File: config.mk
export PLATFORM = sky130hd
export DESIGN_NAME = mem_port_arbiter
export DESIGN_NICKNAME = d
export VERILOG_FILES = /design/src/rtl/arm_mem_pkg.sv /design/src/rtl/mem_wait_timer.sv /design/src/rtl/mem_port_arbiter.sv
export SDC_FILE = /design/constraint.sdc
export NUM_CORES = 1
export LEC_CHECK = 0
export ABC_AREA = 1
export BUFFER_PORTS_ARGS = -buffer_cell sky130_fd_sc_hd__buf_2
export CAP_MARGIN = 10
export CORE_MARGIN = 1.5
export CORE_UTILIZATION = 48
export DETAILED_ROUTE_END_ITERATION = 7
export PLACE_DENSITY = 0.91
export SLEW_MARGIN = 30
export SYNTH_ARGS = -nofsm -noshare
export SYNTH_HDL_FRONTEND = slang
export SYNTH_SLANG_ARGS = --single-unit
File: constraint.sdc
create_clock -name clk -period 5.22 [get_ports clk]
set_input_delay 1.044 -clock clk [delete_from_list [all_inputs] [get_ports clk]]
set_output_delay 1.044 -clock clk [all_outputs]
set_load 0.005 [all_outputs]
File: src/rtl/arm_mem_pkg.sv
// Shared definitions for the instruction/data memory port arbiter.
package arm_mem_pkg;

    // Arbiter states. Only one requester owns the memory port at a time.
    typedef enum logic [1:0] {
        IDLE   = 2'd0,
        BUSY_I = 2'd1,
        BUSY_D = 2'd2
    } arb_state_t;

    // Encoding of the round-robin history bit.
    localparam logic GRANT_I = 1'b0;
    localparam logic GRANT_D = 1'b1;

endpackage

File: src/rtl/mem_wait_timer.sv
// Counts cycles spent waiting on the memory and flags the edge at which the
// wait reaches MAX_WAIT. MAX_WAIT = 0 disables expiry entirely.
module mem_wait_timer #(
    parameter int MAX_WAIT = 15
) (
    input  logic clk,
    input  logic reset,
    input  logic clear,
    input  logic enable,
    output logic expired
);

    localparam int CNT_W = (MAX_WAIT < 2) ? 1 : $clog2(MAX_WAIT + 1);
    // Count value at which one more wait cycle reaches MAX_WAIT.
    localparam logic [CNT_W-1:0] LAST = CNT_W'((MAX_WAIT == 0) ? 0 : MAX_WAIT - 1);

    logic [CNT_W-1:0] count;

    // Wait-cycle counter: cleared on every grant, advanced on every stalled cycle.
    always_ff @(posedge clk or posedge reset) begin
        // NOTE: registers use non-blocking assignments so every flop samples
        // pre-edge values; blocking here would create order-dependent logic.
        if (reset) begin
            count <= '0;
        end else if (clear) begin
            count <= '0;
        end else if (enable) begin
            count <= count + CNT_W'(1);
        end
    end

    assign expired = (MAX_WAIT != 0) && enable && (count == LAST);

endmodule

File: src/rtl/mem_port_arbiter.sv
// Arbitrates the single memory port between instruction fetch (I) and the
// MEM-stage data requester (D), with round-robin tie-break, zero-bubble
// back-to-back grants and an optional wait timeout.
module mem_port_arbiter
    import arm_mem_pkg::*;
#(
    parameter int ADDR_W   = 32,
    parameter int DATA_W   = 32,
    parameter int MAX_WAIT = 15
) (
    input  logic              clk,
    input  logic              reset,
    input  logic              i_req,
    input  logic [ADDR_W-1:0] i_addr,
    output logic              i_ack,
    output logic [DATA_W-1:0] i_rdata,
    input  logic              d_req,
    input  logic              d_we,
    input  logic [ADDR_W-1:0] d_addr,
    input  logic [DATA_W-1:0] d_wdata,
    output logic              d_ack,
    output logic [DATA_W-1:0] d_rdata,
    output logic              m_req,
    output logic              m_we,
    output logic [ADDR_W-1:0] m_addr,
    output logic [DATA_W-1:0] m_wdata,
    input  logic [DATA_W-1:0] m_rdata,
    input  logic              m_ready,
    output logic              stall_f,
    output logic              stall_m,
    output logic              busy,
    output logic              timeout_err
);

    arb_state_t state;
    logic       last_grant;

    logic busy_i, busy_d, done, expired, arb_en;
    logic cand_i, cand_d, grant_i, grant_d;

    // Arbitration: eligible requesters minus the one completing at this edge.
    always_comb begin
        // NOTE: every always_comb output gets a default first so no path
        // leaves it unassigned, which would otherwise infer a latch.
        busy_i  = 1'b0;
        busy_d  = 1'b0;
        grant_i = 1'b0;
        grant_d = 1'b0;
        busy_i  = (state == BUSY_I);
        busy_d  = (state == BUSY_D);
        done    = (busy_i || busy_d) && m_ready;
        arb_en  = (state == IDLE) || done;
        cand_i  = i_req && !i_ack && !(busy_i && done);
        cand_d  = d_req && !d_ack && !(busy_d && done);
        if (arb_en) begin
            grant_d = cand_d && (!cand_i || last_grant == GRANT_I);
            grant_i = cand_i && !grant_d;
        end
    end

    mem_wait_timer #(
        .MAX_WAIT(MAX_WAIT)
    ) u_timer (
        .clk    (clk),
        .reset  (reset),
        .clear  (grant_i || grant_d),
        .enable ((busy_i || busy_d) && !m_ready),
        .expired(expired)
    );

    // Port FSM: completion/timeout handling plus registered memory request.
    always_ff @(posedge clk or posedge reset) begin
        // NOTE: asynchronous reset clears m_req/m_we immediately so an
        // abandoned transaction never keeps driving the memory.
        if (reset) begin
            state       <= IDLE;
            last_grant  <= GRANT_I;
            m_req       <= 1'b0;
            m_we        <= 1'b0;
            m_addr      <= '0;
            m_wdata     <= '0;
            i_ack       <= 1'b0;
            d_ack       <= 1'b0;
            i_rdata     <= '0;
            d_rdata     <= '0;
            timeout_err <= 1'b0;
        end else begin
            i_ack <= 1'b0;
            d_ack <= 1'b0;

            if (done) begin
                if (busy_i) begin
                    i_ack   <= 1'b1;
                    i_rdata <= m_rdata;
                end else begin
                    d_ack <= 1'b1;
                    if (!m_we) begin
                        d_rdata <= m_rdata;
                    end
                end
            end else if (expired) begin
                timeout_err <= 1'b1;
                if (busy_i) begin
                    i_ack   <= 1'b1;
                    i_rdata <= '0;
                end else begin
                    d_ack   <= 1'b1;
                    d_rdata <= '0;
                end
            end

            if (grant_d) begin
                state      <= BUSY_D;
                last_grant <= GRANT_D;
                m_req      <= 1'b1;
                m_we       <= d_we;
                m_addr     <= d_addr;
                m_wdata    <= d_wdata;
            end else if (grant_i) begin
                state      <= BUSY_I;
                last_grant <= GRANT_I;
                m_req      <= 1'b1;
                m_we       <= 1'b0;
                m_addr     <= i_addr;
                m_wdata    <= '0;
            end else if (done || expired) begin
                state <= IDLE;
                m_req <= 1'b0;
                m_we  <= 1'b0;
            end
        end
    end

    assign stall_f = i_req && !i_ack;
    assign stall_m = d_req && !d_ack;
    assign busy    = (state != IDLE);

endmodule

; ---- Yosys cells after proc, flatten, opt, wreduce, memory -nomap -nowiden
; Index checks and enable logic that the tools add are counted.
[classes]
n_addsub = 1
n_eq_ne = 8
muxes = 33
n_bitwise = 2
n_reduce_logical = 32
[op_table]
columns = operator, n
row1 = 2-to-1 mux 32 bit, 13
row2 = 2-to-1 mux 1 bit, 15
row3 = logical AND 1 bit, 11
row4 = != test 2 bit (second input constant), 5
row5 = 2-to-1 mux 4 bit, 2
row6 = nonzero test 2 bit, 4
row7 = zero test 1 bit, 7
row8 = 2-to-1 mux 2 bit, 3
row9 = logical OR 1 bit, 5
row10 = adder 4 x 1 -> 4 bit (second input constant), 1
row11 = == test 4 bit (second input constant), 1
row12 = AND reduction 4 bit, 1
row13 = AND reduction 3 bit, 1
row14 = nonzero test 3 bit, 1
row15 = == test 2 x 1 -> 1 bit (second input constant), 1
row16 = == test 2 bit (second input constant), 1
row17 = zero test 2 bit, 1
row18 = NOT 1 bit, 2
row19 = AND reduction 2 bit, 1
[word_totals]
regBits = 140
input_bits = 134
out_inout_bits = 136
elab_cells = 88

; ---- Depth between registers and ports, before layout
; Gate-level depths: netlist (run 1).
[logic_depth]
ltp_word = 14
ltp_mapped = 11
mapped_depth_nobuf = 10

; ---- Cells and area by module
; A second synthesis (run 1) with hierarchy kept.
[unflattened]
hier_cells = 639
area_unflattened_um2 = 5781.8
[modules_own_cells]
columns = module, instances, cells_each, area_per_inst_um2, seq_area_each_um2
row1 = mem_port_arbiter, 1, 612, 5552.8, 3403.3
row2 = mem_wait_timer, 1, 27, 229.0, 100.1

; ---- Worst setup path before layout (run 1)
; OpenSTA, ideal clock, no wires.
[synth_path]
path_type = input-to-output
startpoint = input i_req
endpoint = output stall_f
arrival_time_ps = 1217
required_ps = 4176
setup_slack_ps = 2959
cell_stages = 2
n_path_buf = 0
path_cell_list = inv_1 > nor2_1
[synth_via]
elab_chain_cells = 1
[synth_rtl]
columns = item, line_no
row1 = from (decl), mem_port_arbiter.sv:13  ; input logic i_req,
row2 = logical AND 1 bit, mem_port_arbiter.sv:134  ; assign stall_f = i_req && !i_ack;
row3 = to (decl), mem_port_arbiter.sv:29  ; output logic stall_f,
; No other way between the ends.

; ---- Final worst setup path (run 1)
[layout_path]
startpoint = register state[0]
endpoint = register d_rdata[29]
[layout_via]
elab_chain_cells = 6
word_cells_on_any_way = 12
classes_between = eq/ne (5) / mux (1) / reduce/logical (6)
[layout_rtl]
columns = item, line_no
row1 = from (decl), mem_port_arbiter.sv:35  ; arb_state_t state;
row2 = from (signal assigned), mem_port_arbiter.sv:76  ; state <= IDLE;
row3 = from (signal assigned), mem_port_arbiter.sv:113  ; state <= BUSY_D;
row4 = from (signal assigned), mem_port_arbiter.sv:120  ; state <= BUSY_I;
row5 = == test 2 x 1 -> 1 bit or == test 2 bit (tied branches), "mem_port_arbiter.sv:49, mem_port_arbiter.sv:50"
row6 = logical OR 1 bit, "mem_port_arbiter.sv:51, mem_port_arbiter.sv:67"
row7 = logical AND 1 bit, mem_port_arbiter.sv:67  ; .enable ((busy_i || busy_d) && !m_ready),
row8 = logical AND 1 bit, mem_wait_timer.sv:32  ; assign expired = (MAX_WAIT != 0) && enable && (count == LAST);
row9 = != test 2 bit (no source line) or nonzero test 2 bit (tied branches), -
row10 = AND reduction 4 bit (no source line), -
row11 = to (signal assigned), mem_port_arbiter.sv:98  ; d_rdata <= m_rdata;
row12 = to (decl), mem_port_arbiter.sv:22  ; output logic [DATA_W-1:0] d_rdata,
; Parallel ways exist; a longest one is shown, timed or not.
; A chain may end at the register's enable or synchronous reset.

==> results, run 1 <==
- The flow ran to the end, and the final reports show no timing, DRC or antenna violations.
- Along the worst path, the maximum fanout reaches 67.
- The summed negative setup slack over all endpoints is 0 ns.
- The clock net in this run drives a total of 140 sinks.
- In this run the vertical extent of the chip is 117.2 microns.
- The routability congestion estimate is 0.7830.
- Sorting the synthesized cells by area gives the leading types as sky130_fd_sc_hd__dfrtp_1 (56%), sky130_fd_sc_hd__nand3_1 (16%), sky130_fd_sc_hd__nand2_1 (12%).
- The die width is 117.2 microns.
- Using the TritonRoute via totals, the vias-per-cell ratio works out to about 5.2.
- The critical path data required time is between 5 and 6 ns.
- For this run, design rule violations remaining after detail routing come to 0.
- The count of instances resized after the clock tree is built is 0.
- The gate family responsible for the most delay along the worst path is simple AND/OR/NAND/NOR gates.
- Summing every instance area after synthesis gives approximately 6300 sq um.
- The peak supply drop is approximately 290 uV.
- The number of global-route vias before repair is 5492.
- The cell type contributing the most total cell area after synthesis is sky130_fd_sc_hd__dfrtp_1.
- The count of cells along the worst register-to-register path is 9.
- TritonCTS created 17 clock buffers.
- The first global-routing pass estimated roughly 27000 microns of wire.
- After the first detailed-routing iteration, the DRC count stood at 507.
- After floorplanning, the core was divided into 41 placement rows.
- The area taken by flip-flops and latches is 3503 sq um.
- The portion of the post-synthesis area used by sequential elements is between 50% and 60%.
- The cell leakage power is roughly 4.7 nW.
- The count of cell instances traversed by the critical path is 9.
- Global routing used 25.42% of the available tracks across all layers.
- The maximum cell stage delay along the critical path is roughly 0.66 ns.
- Pin placement for this block handled 270 I/O pins.
- The overflow left after global routing is 0.
- The final-report hold violation count came to 0.
- The average instance in the mapped netlist occupies 8.438 sq um.
- Summed over all layers, the routed wires come to 17530 microns.
- The initial standard-cell utilization of the core is 49.41%.
- The maximum clock frequency is 322.1 MHz.
- After layout, the design draws a total of 4.983 mW.
- The count of TritonRoute iterations in the first routing pass is 5.
- The area inside the core boundary is 12670 sq um.
- The worst register-to-register path ends at d_rdata[29].
- Measured against its own limit, the worst slew margin works out to between 40% and 50%.
- The worst-margin pin slew is approximately 0.87 ns.
- The startpoint identified for the worst register-to-register timing path is state[0].
- In this run the power density over the cells is 602.1 nW/um^2.
- Entering global routing, the biggest net connects 98 pins.
- The number of nets in the synthesized netlist is 881.
- Synthesis produced a netlist whose cell count is 742.
- The minimum period implied by the final worst setup slack is 3.105 ns.
- The startpoint of the worst setup timing path is state[0].
- The cell repeated most along the worst path is sky130_fd_sc_hd__nand2_1.
- The total via count in the routed design is 6022.
- The final critical path takes up 59.48% of the cycle.
- The finished cells cover 8277 sq um.
- The max capacitance violation total is 0.
- Together, buffers and inverters on the worst path number 3.
- Yosys printed 0 warnings.
- For this run, the post-layout net count is between 1k and 1.5k.
- The critical path endpoint is d_rdata[29].
- The endpoint kind of the worst setup timing path is a register.
- The startpoint type of the worst setup path is a register.
- The repair_antennas step left the layout with diodes totalling 0.
- The area of the die is 13740 sq um.
- The post-CTS setup buffer count is 0.
- The most common cell after layout, fill and taps aside is sky130_fd_sc_hd__buf_2.
- The synthesized design devotes to its leading area cell type 55.96% of total area.
- After detailed placement, the design holds a cell count of 1133.
- For this design, the CTS-stage hold fixing added 0 buffers.
- The post-route non-filler standard cell count is 1166.
- The library cells used most frequently in the layout, excluding fill and tap cells, are sky130_fd_sc_hd__buf_2 (269), sky130_fd_sc_hd__nand2_1 (207), sky130_fd_sc_hd__nand3_1 (197).
- Summing all placed instances gives a cell area of 7597 sq um.
- The synthesis-to-finish area growth is 32.19%.
- The share of final-layout standard cells stronger than drive strength 1 is 32.49%.
- The number of antenna violations at the first check in global routing came to 1.
- The critical path goes through inv_1 > ha_1 > nand2_2 > clkinv_2 > nand2_1 > nand2_1 > inv_2 > nand3_4 > o21ai_1.
- The final count of pins violating max slew came to 0.
- The register-to-register path setup slack is 2.12 ns.
- The final clock skew is 0.01202 ns.
- At the worst endpoint, the arrival time is 3.41 ns.
- Setup repair after global routing left no endpoint under its margin.
- The routed length per instance is 15.03 microns.
- Setup violations remaining at the end of the flow were counted as 0.
- The buffer depth of the longest clock path is 2.
- The remaining number of nets flagged by the antenna check after routing is 0.
- The H-tree was split into 4 levels.
- The netlist uses 23 different library cells.
- The post-route core utilization is 65.32%.
- Buffers placed on the I/O ports in this run total 269.
- In this run, synthesis produced a sequential element count of 140.
- The tree is rooted in a sky130_fd_sc_hd__clkbuf_16.
- The final HPWL from detailed placement is 11840 microns.
- In this run the worst hold path is classified as reg2reg.
- The slowest stage of the critical path belongs to the cell sky130_fd_sc_hd__clkinv_2.
- For the worst-skew pair, the clock arrives at the later sink with an insertion delay of 0.42 ns.
- The filler cell count in the final layout is 1024.
- TritonCTS built the clock tree.
- After clock tree synthesis, the clock-pin slew on the worst setup and hold paths is 0.06 ns.
- The critical path is of the reg2reg type.
- The total area of multi-input combinational cells is 2308 sq um.
==> logic make-up after synthesis <==
group | count (synthesis) | share of synthesized area [%]
AOI/OAI and AO/OA | 34 | 2.718
xor gates and xnor gates | 2 | 0.2798
adders and majority gates | 5 | 0.9992
buffers and inverters | 101 | 7.454
DFF | 140 | 55.96
and+or+nand+nor | 460 | 32.59
==> worst min-delay path by stage <==
stage / startpoint / to / cells past startpoint
after floorplan: last_grant / last_grant / 2
after global placement: timeout_err / timeout_err / 1
after detailed placement: timeout_err / timeout_err / 1
after CTS: timeout_err / timeout_err / 1
after global routing: timeout_err / timeout_err / 1
final: m_req / m_req / 2
==> state kept, by name, summed over array words and instances, names as in the netlist, 2 cells and up <==
signal and flops:
i_rdata 32, u_timer.count 4, m_wdata 32, state 2, m_addr 32, d_rdata 32
==> area by class of cell <==
type	count	share of cell area (%)
Clock buffer	20	5.639
Clock inverter	12	2.222
Inverter	47	2.207
Multi-Input combinational cell	501	27.89
Sequential cell	140	42.33
Tap cell	172	2.600
Timing Repair Buffer	274	17.11
==> stage by stage <==
step                      hold slack [ns]  setup slack [ns]
final                              0.4822             2.115
after global routing               0.4877             1.785
after CTS                          0.4770             2.302
after detailed placement           0.4595             1.955
after global placement             0.4576             1.762
after floorplan                    0.4492            0.4231
==> Yosys cell counts (all sizes together) <==
library cell,instances
dfrtp,140
clkbuf,16
inv,47
o21ai,33
nor2,40
nand3,200
buf,38
a21oi,1
nand4,4
nor3,1
ha,5
or2,2
nand2,213
xor2,2
==> worst register-to-register path, stage by stage (launching register included) <==
cell and delay (ns):
sky130_fd_sc_hd__dfrtp_1 0.37, sky130_fd_sc_hd__inv_1 0.07, sky130_fd_sc_hd__ha_1 0.34, sky130_fd_sc_hd__nand2_2 0.13
sky130_fd_sc_hd__clkinv_2 0.66, sky130_fd_sc_hd__nand2_1 0.31, sky130_fd_sc_hd__nand2_1 0.09, sky130_fd_sc_hd__inv_2 0.07
sky130_fd_sc_hd__nand3_4 0.50, sky130_fd_sc_hd__o21ai_1 0.45
==> metal layers <==
layer,global-route usage [%],vias up,share of wire (%)
met2,43.10,288,50
met4,10.12,2,2.6
met1,30.01,2813,39
li1,-,2879,-
met3,8.239,40,8.2
met5,0,-,0.063
==> power breakdown <==
part | switching (mW) | leakage [nW] | total, mW | internal, mW
Combinational | 1.19 | 2.59 | 1.90 | 0.707
Sequential | 0.248 | 1.81 | 1.78 | 1.53
Clock | 0.466 | 0.313 | 1.31 | 0.842
Power figures use the tool's default switching activity.
==> inputs of run 2 (changes only) <==
Settings changed: CORE_UTILIZATION 48 to 43, PLACE_DENSITY 0.91 to 0.86.
Clock period 5.22 ns to 2.6 ns, I/O delays scaled along.
==> run 2 against run 1 <==
Worst hold slack worse by 0.30 ns. Combinational power rose by 100%. Sequential share of layout area decreased by 0.34 points. Critical path type unchanged. Largest cell class unchanged. Total power is 100% higher. Critical endpoint is now d_rdata[26]. Die area up 11%.
==> results, run 2 (synthesis gave the netlist of run 1 again) <==
- Outcome: finished clean (unchanged).
- The count of instances resized after the clock tree is built is 0 (unchanged).
- The routed length per instance is 14.60 microns (was 15.03 microns).
- The share of final-layout standard cells stronger than drive strength 1 is 32.67% (was 32.49%).
- The power density of the placed cells is 1201 nW/um^2 (was 602.1 nW/um^2).
- The placement row count is 43 (was 41).
- The maximum level of the CTS H-tree came to 4 (unchanged).
- The filler cell count in the final layout came to 1230 (was 1024).
- The die width is 123.7 microns (was 117.2 microns).
- The maximum net fanout on the critical path is 64 (was 67).
- Setup repair after global routing missed its margin: false (unchanged).
- The routability congestion estimate is 0.7772 (was 0.7830).
- The post-CTS setup buffer count is 0 (unchanged).
- The first-pass GRT wire length is 26810 microns (was 26740 microns).
- The count of TritonRoute iterations in the first routing pass is 4 (was 5).
- The detailed-route vias per instance is 5.093 (was 5.165).
- The buffer depth of the longest clock path is 2 (unchanged).
- The number of global-route vias before repair is 5544 (was 5492).
- The TritonCTS clock tree is yes (unchanged).
- The classification of the worst-slack hold path is in2async (was reg2reg).
- The latest clock arrival within the worst-skew pair is 0.42 ns (about the same).
- The number of sinks handled by clock tree synthesis is 140 (unchanged).
- The number of inserted diodes is 0 (unchanged).
- The cell leakage power is 4.742 nW (was 4.713 nW).
- The peak supply drop is 577.1 uV (was 288.1 uV).
- Commonest non-fill, non-tap cells in the layout: sky130_fd_sc_hd__buf_2 (269), sky130_fd_sc_hd__nand2_1 (208), sky130_fd_sc_hd__nand3_1 (197) (was sky130_fd_sc_hd__buf_2 (269), sky130_fd_sc_hd__nand2_1 (207), sky130_fd_sc_hd__nand3_1 (197)).
- The category of the critical setup timing path was reg2reg (unchanged).
- The initial standard-cell utilization of the core is 44.59% (was 49.41%).
- The number of top-level pins was 270 (unchanged).
- The worst-margin pin slew was 0.5904 ns (was 0.8660 ns).
- The total clock buffers created by CTS is 17 (unchanged).
- The synthesis-to-finish area growth was 33.27% (was 32.19%).
- The number of antenna violations at the first check in global routing is 1 (unchanged).
- The arrival time at the worst endpoint is 2.46 ns (was 3.41 ns).
- The final count of pins violating max slew is 0 (unchanged).
- The fraction of the cycle the final worst path needs is 81.54% (was 59.48%).
- The final total power came to 10.02 mW (was 4.983 mW).
- The floorplan die height is 123.7 microns (was 117.2 microns).
- The area inside the core boundary is 14040 sq um (was 12670 sq um).
- The final-report hold violation count is 0 (unchanged).
- The total via count in the routed design was 6015 (was 6022).
- The endpoint kind of the worst setup timing path is a register (unchanged).
- The net total in the final layout was 1127 (was 1120).
- The port buffer count is 269 (unchanged).
- The final wirelength is 17240 microns (was 17530 microns).
- The area of the die is 15290 sq um (was 13740 sq um).
- The minimum period implied by the final worst setup slack is 2.120 ns (was 3.105 ns).
- The final worst setup slack is 0.4799 ns (was 2.115 ns).
- The number of DRC violations after detailed routing is 0 (unchanged).
- The max capacitance violation total is 0 (unchanged).
- The final HPWL from detailed placement came to 12210 microns (was 11840 microns).
- The remaining number of nets flagged by the antenna check after routing was 0 (unchanged).
- The critical path data required time is 2.94 ns (was 5.53 ns).
- The post-route core utilization was 59.42% (was 65.32%).
- The final clock skew is 0.01394 ns (was 0.01202 ns).
- The overall global routing resource usage is 22.61% (was 25.42%).
- The most common cell after layout, fill and taps aside is sky130_fd_sc_hd__buf_2 (unchanged).
- The pin count of the biggest net entering global routing is 65 (was 98).
- The setup-violating endpoint count in the final report is 0 (unchanged).
- The summed negative setup slack over all endpoints is 0 ns (unchanged).
- The worst relative slew slack was 60.56% (was 42.26%).
- The post-CTS clock slew at the launch and capture registers of the worst setup and hold paths is 0.06 ns (about the same).
- The worst-case setup slack after placement was 0.4872 ns (was 1.955 ns).
- The startpoint type of the worst setup path was a register (unchanged).
- The buffer type at the clock tree root was sky130_fd_sc_hd__clkbuf_16 (unchanged).
- The number of hold buffers added after cts is 0 (unchanged).
- The maximum clock frequency came to 471.7 MHz (was 322.1 MHz).
- The number of DRC violations after detailed-routing iteration 0 is 300 (was 507).
- The overflow left after global routing came to 0 (unchanged).
[run 2: changes by cell type in the layout (fill, tap and decap cells not counted), sizes merged]
| cell | previous run | this run |
|---|---|---|
| buf | 274 | 281 |
| inv | 48 | 49 |
| clkinvlp | 2 | 3 |
| clkinv | 5 | 3 |
[run 2: critical path, stage by stage (launching register included)]
cell and delay, ns:
sky130_fd_sc_hd__dfrtp_1 0.38, sky130_fd_sc_hd__inv_1 0.07, sky130_fd_sc_hd__ha_1 0.35, sky130_fd_sc_hd__nand2_2 0.12
sky130_fd_sc_hd__nor2_2 0.20, sky130_fd_sc_hd__nand2_4 0.26, sky130_fd_sc_hd__nand3_4 0.20, sky130_fd_sc_hd__buf_12 0.27
sky130_fd_sc_hd__nand2_1 0.09, sky130_fd_sc_hd__o21ai_1 0.09
[run 2: worst paths after layout]
check | start | endpoint | slack [ns] | cells after the start
worst min-delay path | reset | m_addr[19] | 0.18 | 2
worst min register to register | timeout_err | timeout_err | 0.46 | 1
worst max register to register | state[0] | d_rdata[26] | 0.48 | 9
min in group clk | d_wdata[19] | m_wdata[19] | 0.30 | 3
worst max-delay path | state[0] | d_rdata[26] | 0.48 | 9
max in group asynchronous | reset | m_wdata[13] | 1.60 | 3
[run 2: metrics by stage]
stage | cells | hold slack [ns] | instance area (sq um)
final | 1181 | 0.1810 | 8344
after global routing | 1181 | 0.2052 | 8344
after CTS | 1181 | 0.1763 | 8344
after detailed placement | 1149 | 0.4593 | 7714
after global placement | 1149 | 0.4581 | 7714
after floorplan | 742 | 0.4492 | 6265
[run 2: layer usage]
metal	up-vias	part of all wire (%)	track usage (%)
li1	2897	-	-
met1	2815	41	27.72
met2	268	48	37.81
met3	33	9.0	6.685
met4	2	2.1	8.261
met5	-	0.075	0
[run 2: cell type report]
type / count / area (sq um) / area share (%)
multi-input combinational: 501 / 2306 / 27.64
clock inverter: 12 / 183.9 / 2.204
sequential: 140 / 3503 / 41.99
timing repair buffer: 281 / 1499 / 17.96
tap: 180 / 225.2 / 2.699
clock buffer: 20 / 446.7 / 5.353
inverter: 47 / 180.2 / 2.159
[run 2: power by group]
part           switching, mW  internal (mW)  total [mW]
Combinational           2.36           1.50        3.87
Sequential             0.500           3.07        3.57
Clock                  0.942           1.64        2.58
Total                   3.80           6.21        10.0
==> inputs of run 3 (changes only) <==
Settings changed: CORE_UTILIZATION 43 to 48, PLACE_DENSITY 0.86 to 0.91.
Clock period 2.6 ns to 2.1 ns, I/O delays scaled along.
==> run 3 against run 2 <==
Highest routed layer is now met4. Via count did not move. Die area decreased by 10%. Worst hold slack worse by 0.079 ns. Sequential share of layout area is 0.34 points lower. Setup slack worse by 0.29 ns. Register-to-register slack lost 0.29 ns. Critical path type unchanged. Count of clock-buffer cells in the layout is 2 higher.
==> results, run 3 (synthesis gave the netlist of run 1 again) <==
- The area inside the core boundary came to 12670 sq um (was 14040 sq um).
- The routed length per instance was 14.58 microns (was 14.60 microns).
- The number of antenna violations at the first check in global routing is 1 (unchanged).
- The count of instances resized after the clock tree is built is 0 (unchanged).
- The maximum level of the CTS H-tree is 4 (unchanged).
- The buffer depth of the longest clock path is 2 (unchanged).
- The fraction of the cycle the final worst path needs is 90.84% (was 81.54%).
- The buffer type at the clock tree root was sky130_fd_sc_hd__clkbuf_16 (unchanged).
- The share of final-layout standard cells stronger than drive strength 1 is 33.04% (was 32.67%).
- The routability congestion estimate is 0.8346 (was 0.7772).
- Outcome: finished clean (unchanged).
- The latest clock arrival within the worst-skew pair is 0.41 ns (was 0.42 ns).
- The most common cell after layout, fill and taps aside is sky130_fd_sc_hd__buf_2 (unchanged).
- The final clock skew is 0.01072 ns (was 0.01394 ns).
- The net total in the final layout was 1134 (was 1127).
- The floorplan die height is 117.2 microns (was 123.7 microns).
- The minimum period implied by the final worst setup slack is 1.908 ns (was 2.120 ns).
- The final wirelength is 17220 microns (was 17240 microns).
- The worst-margin pin slew is 0.6507 ns (was 0.5904 ns).
- The endpoint kind of the worst setup timing path is a register (unchanged).
- The number of global-route vias before repair is 5448 (was 5544).
- The final-report hold violation count is 0 (unchanged).
- The arrival time at the worst endpoint is 2.26 ns (was 2.46 ns).
- The final count of pins violating max slew came to 0 (unchanged).
- The max capacitance violation total is 0 (unchanged).
- The worst-case setup slack after placement is 0.2051 ns (was 0.4872 ns).
- The number of top-level pins is 270 (unchanged).
- The number of DRC violations after detailed routing is 0 (unchanged).
- The port buffer count was 269 (unchanged).
- The post-CTS setup buffer count was 0 (unchanged).
- The detailed-route vias per instance is 5.093 (unchanged).
- The number of sinks handled by clock tree synthesis is 140 (unchanged).
- The area of the die is 13740 sq um (was 15290 sq um).
- The total via count in the routed design is 6015 (unchanged).
- The remaining number of nets flagged by the antenna check after routing is 0 (unchanged).
- The critical path data required time was 2.45 ns (was 2.94 ns).
- The cell leakage power is 4.777 nW (was 4.742 nW).
- The maximum net fanout on the critical path was 16 (was 64).
- The pin count of the biggest net entering global routing is 61 (was 65).
- The first-pass GRT wire length is 26420 microns (was 26810 microns).
- The peak supply drop is 625.5 uV (was 577.1 uV).
- The startpoint type of the worst setup path is a register (unchanged).
- The classification of the worst-slack hold path is in2async (unchanged).
- Setup repair after global routing missed its margin: false (unchanged).
- The final HPWL from detailed placement was 12270 microns (was 12210 microns).
- The die width is 117.2 microns (was 123.7 microns).
- The summed negative setup slack over all endpoints is 0 ns (unchanged).
- The post-CTS clock slew at the launch and capture registers of the worst setup and hold paths was 0.06 ns (about the same).
- The TritonCTS clock tree was yes (unchanged).
- The final worst setup slack is 0.1923 ns (was 0.4799 ns).
- The tightest hold margin came to 0.1020 ns (was 0.1810 ns).
- The overall global routing resource usage is 24.98% (was 22.61%).
- The worst relative slew slack was 56.53% (was 60.56%).
- The category of the critical setup timing path was reg2reg (unchanged).
- The total clock buffers created by CTS is 17 (unchanged).
- The number of DRC violations after detailed-routing iteration 0 is 602 (was 300).
- The synthesis-to-finish area growth was 34.35% (was 33.27%).
- The power density of the placed cells is 1479 nW/um^2 (was 1201 nW/um^2).
- The placement row count was 41 (was 43).
- The post-route core utilization came to 66.39% (was 59.42%).
- The count of TritonRoute iterations in the first routing pass is 5 (was 4).
- Commonest non-fill, non-tap cells in the layout: sky130_fd_sc_hd__buf_2 (269), sky130_fd_sc_hd__nand2_1 (208), sky130_fd_sc_hd__nand3_1 (197) (unchanged).
- The final total power is 12.44 mW (was 10.02 mW).
- The initial standard-cell utilization of the core came to 49.41% (was 44.59%).
- The overflow left after global routing is 0 (unchanged).
- The maximum clock frequency is 524.2 MHz (was 471.7 MHz).
- The setup-violating endpoint count in the final report is 0 (unchanged).
- The number of hold buffers added after cts is 0 (unchanged).
[run 3: final cells by class]
class | count | area, sq um
Fill cell | 1061 | 4259
Sequential cell | 140 | 3503
Multi-Input combinational cell | 501 | 2306
Timing Repair Buffer | 288 | 1602
Clock buffer | 22 | 464.2
Tap cell | 172 | 215.2
Inverter | 47 | 180.2
Clock inverter | 10 | 138.9
Antenna cell | 1 | 2.502
[run 3: metrics by stage]
stage | std cells | cell area, sq um
after global placement | 1148 | 7806
after detailed placement | 1148 | 7806
final | 1181 | 8412
after floorplan | 742 | 6265
after global routing | 1181 | 8412
after CTS | 1180 | 8409
[run 3: report_power, final]
part	switching, mW	internal [mW]	total [mW]
clock	1.11	1.93	3.04
combinational	3.00	2.00	4.99
sequential	0.616	3.80	4.42
total	4.72	7.73	12.4
[run 3: critical path, cell delays in order, from the launching register on]
cell                      delay, ns
sky130_fd_sc_hd__dfrtp_1       0.36
sky130_fd_sc_hd__inv_1         0.07
sky130_fd_sc_hd__ha_1          0.35
sky130_fd_sc_hd__nand3_1       0.10
sky130_fd_sc_hd__nand2_1       0.05
sky130_fd_sc_hd__inv_1         0.11
sky130_fd_sc_hd__nand3_4       0.20
sky130_fd_sc_hd__inv_2         0.20
sky130_fd_sc_hd__buf_4         0.24
sky130_fd_sc_hd__nand2_1       0.08
sky130_fd_sc_hd__nand2_1       0.07
[run 3: worst paths after layout]
| kind | cells after the start | end | slack (ns) | startpoint |
|---|---|---|---|---|
| worst min register to register | 1 | timeout_err | 0.46 | timeout_err |
| worst max register to register | 10 | m_wdata[11] | 0.19 | state[0] |
| max in group asynchronous | 3 | i_rdata[6] | 1.38 | reset |
| worst min-delay path | 2 | last_grant | 0.10 | reset |
| min in group clk | 3 | m_wdata[10] | 0.21 | d_wdata[10] |
| worst max-delay path | 10 | m_wdata[11] | 0.19 | state[0] |
[run 3: metal layers]
layer / track usage [%] / up-vias / wire length (microns) / share of wire [%]
li1: - / 2910 / - / -
met1: 29.51 / 2782 / 6804 / 40
met2: 42.13 / 294 / 8542 / 50
met3: 7.003 / 29 / 1451 / 8.4
met4: 12.05 / 0 / 417 / 2.4
met5: 0 / - / 0 / 0
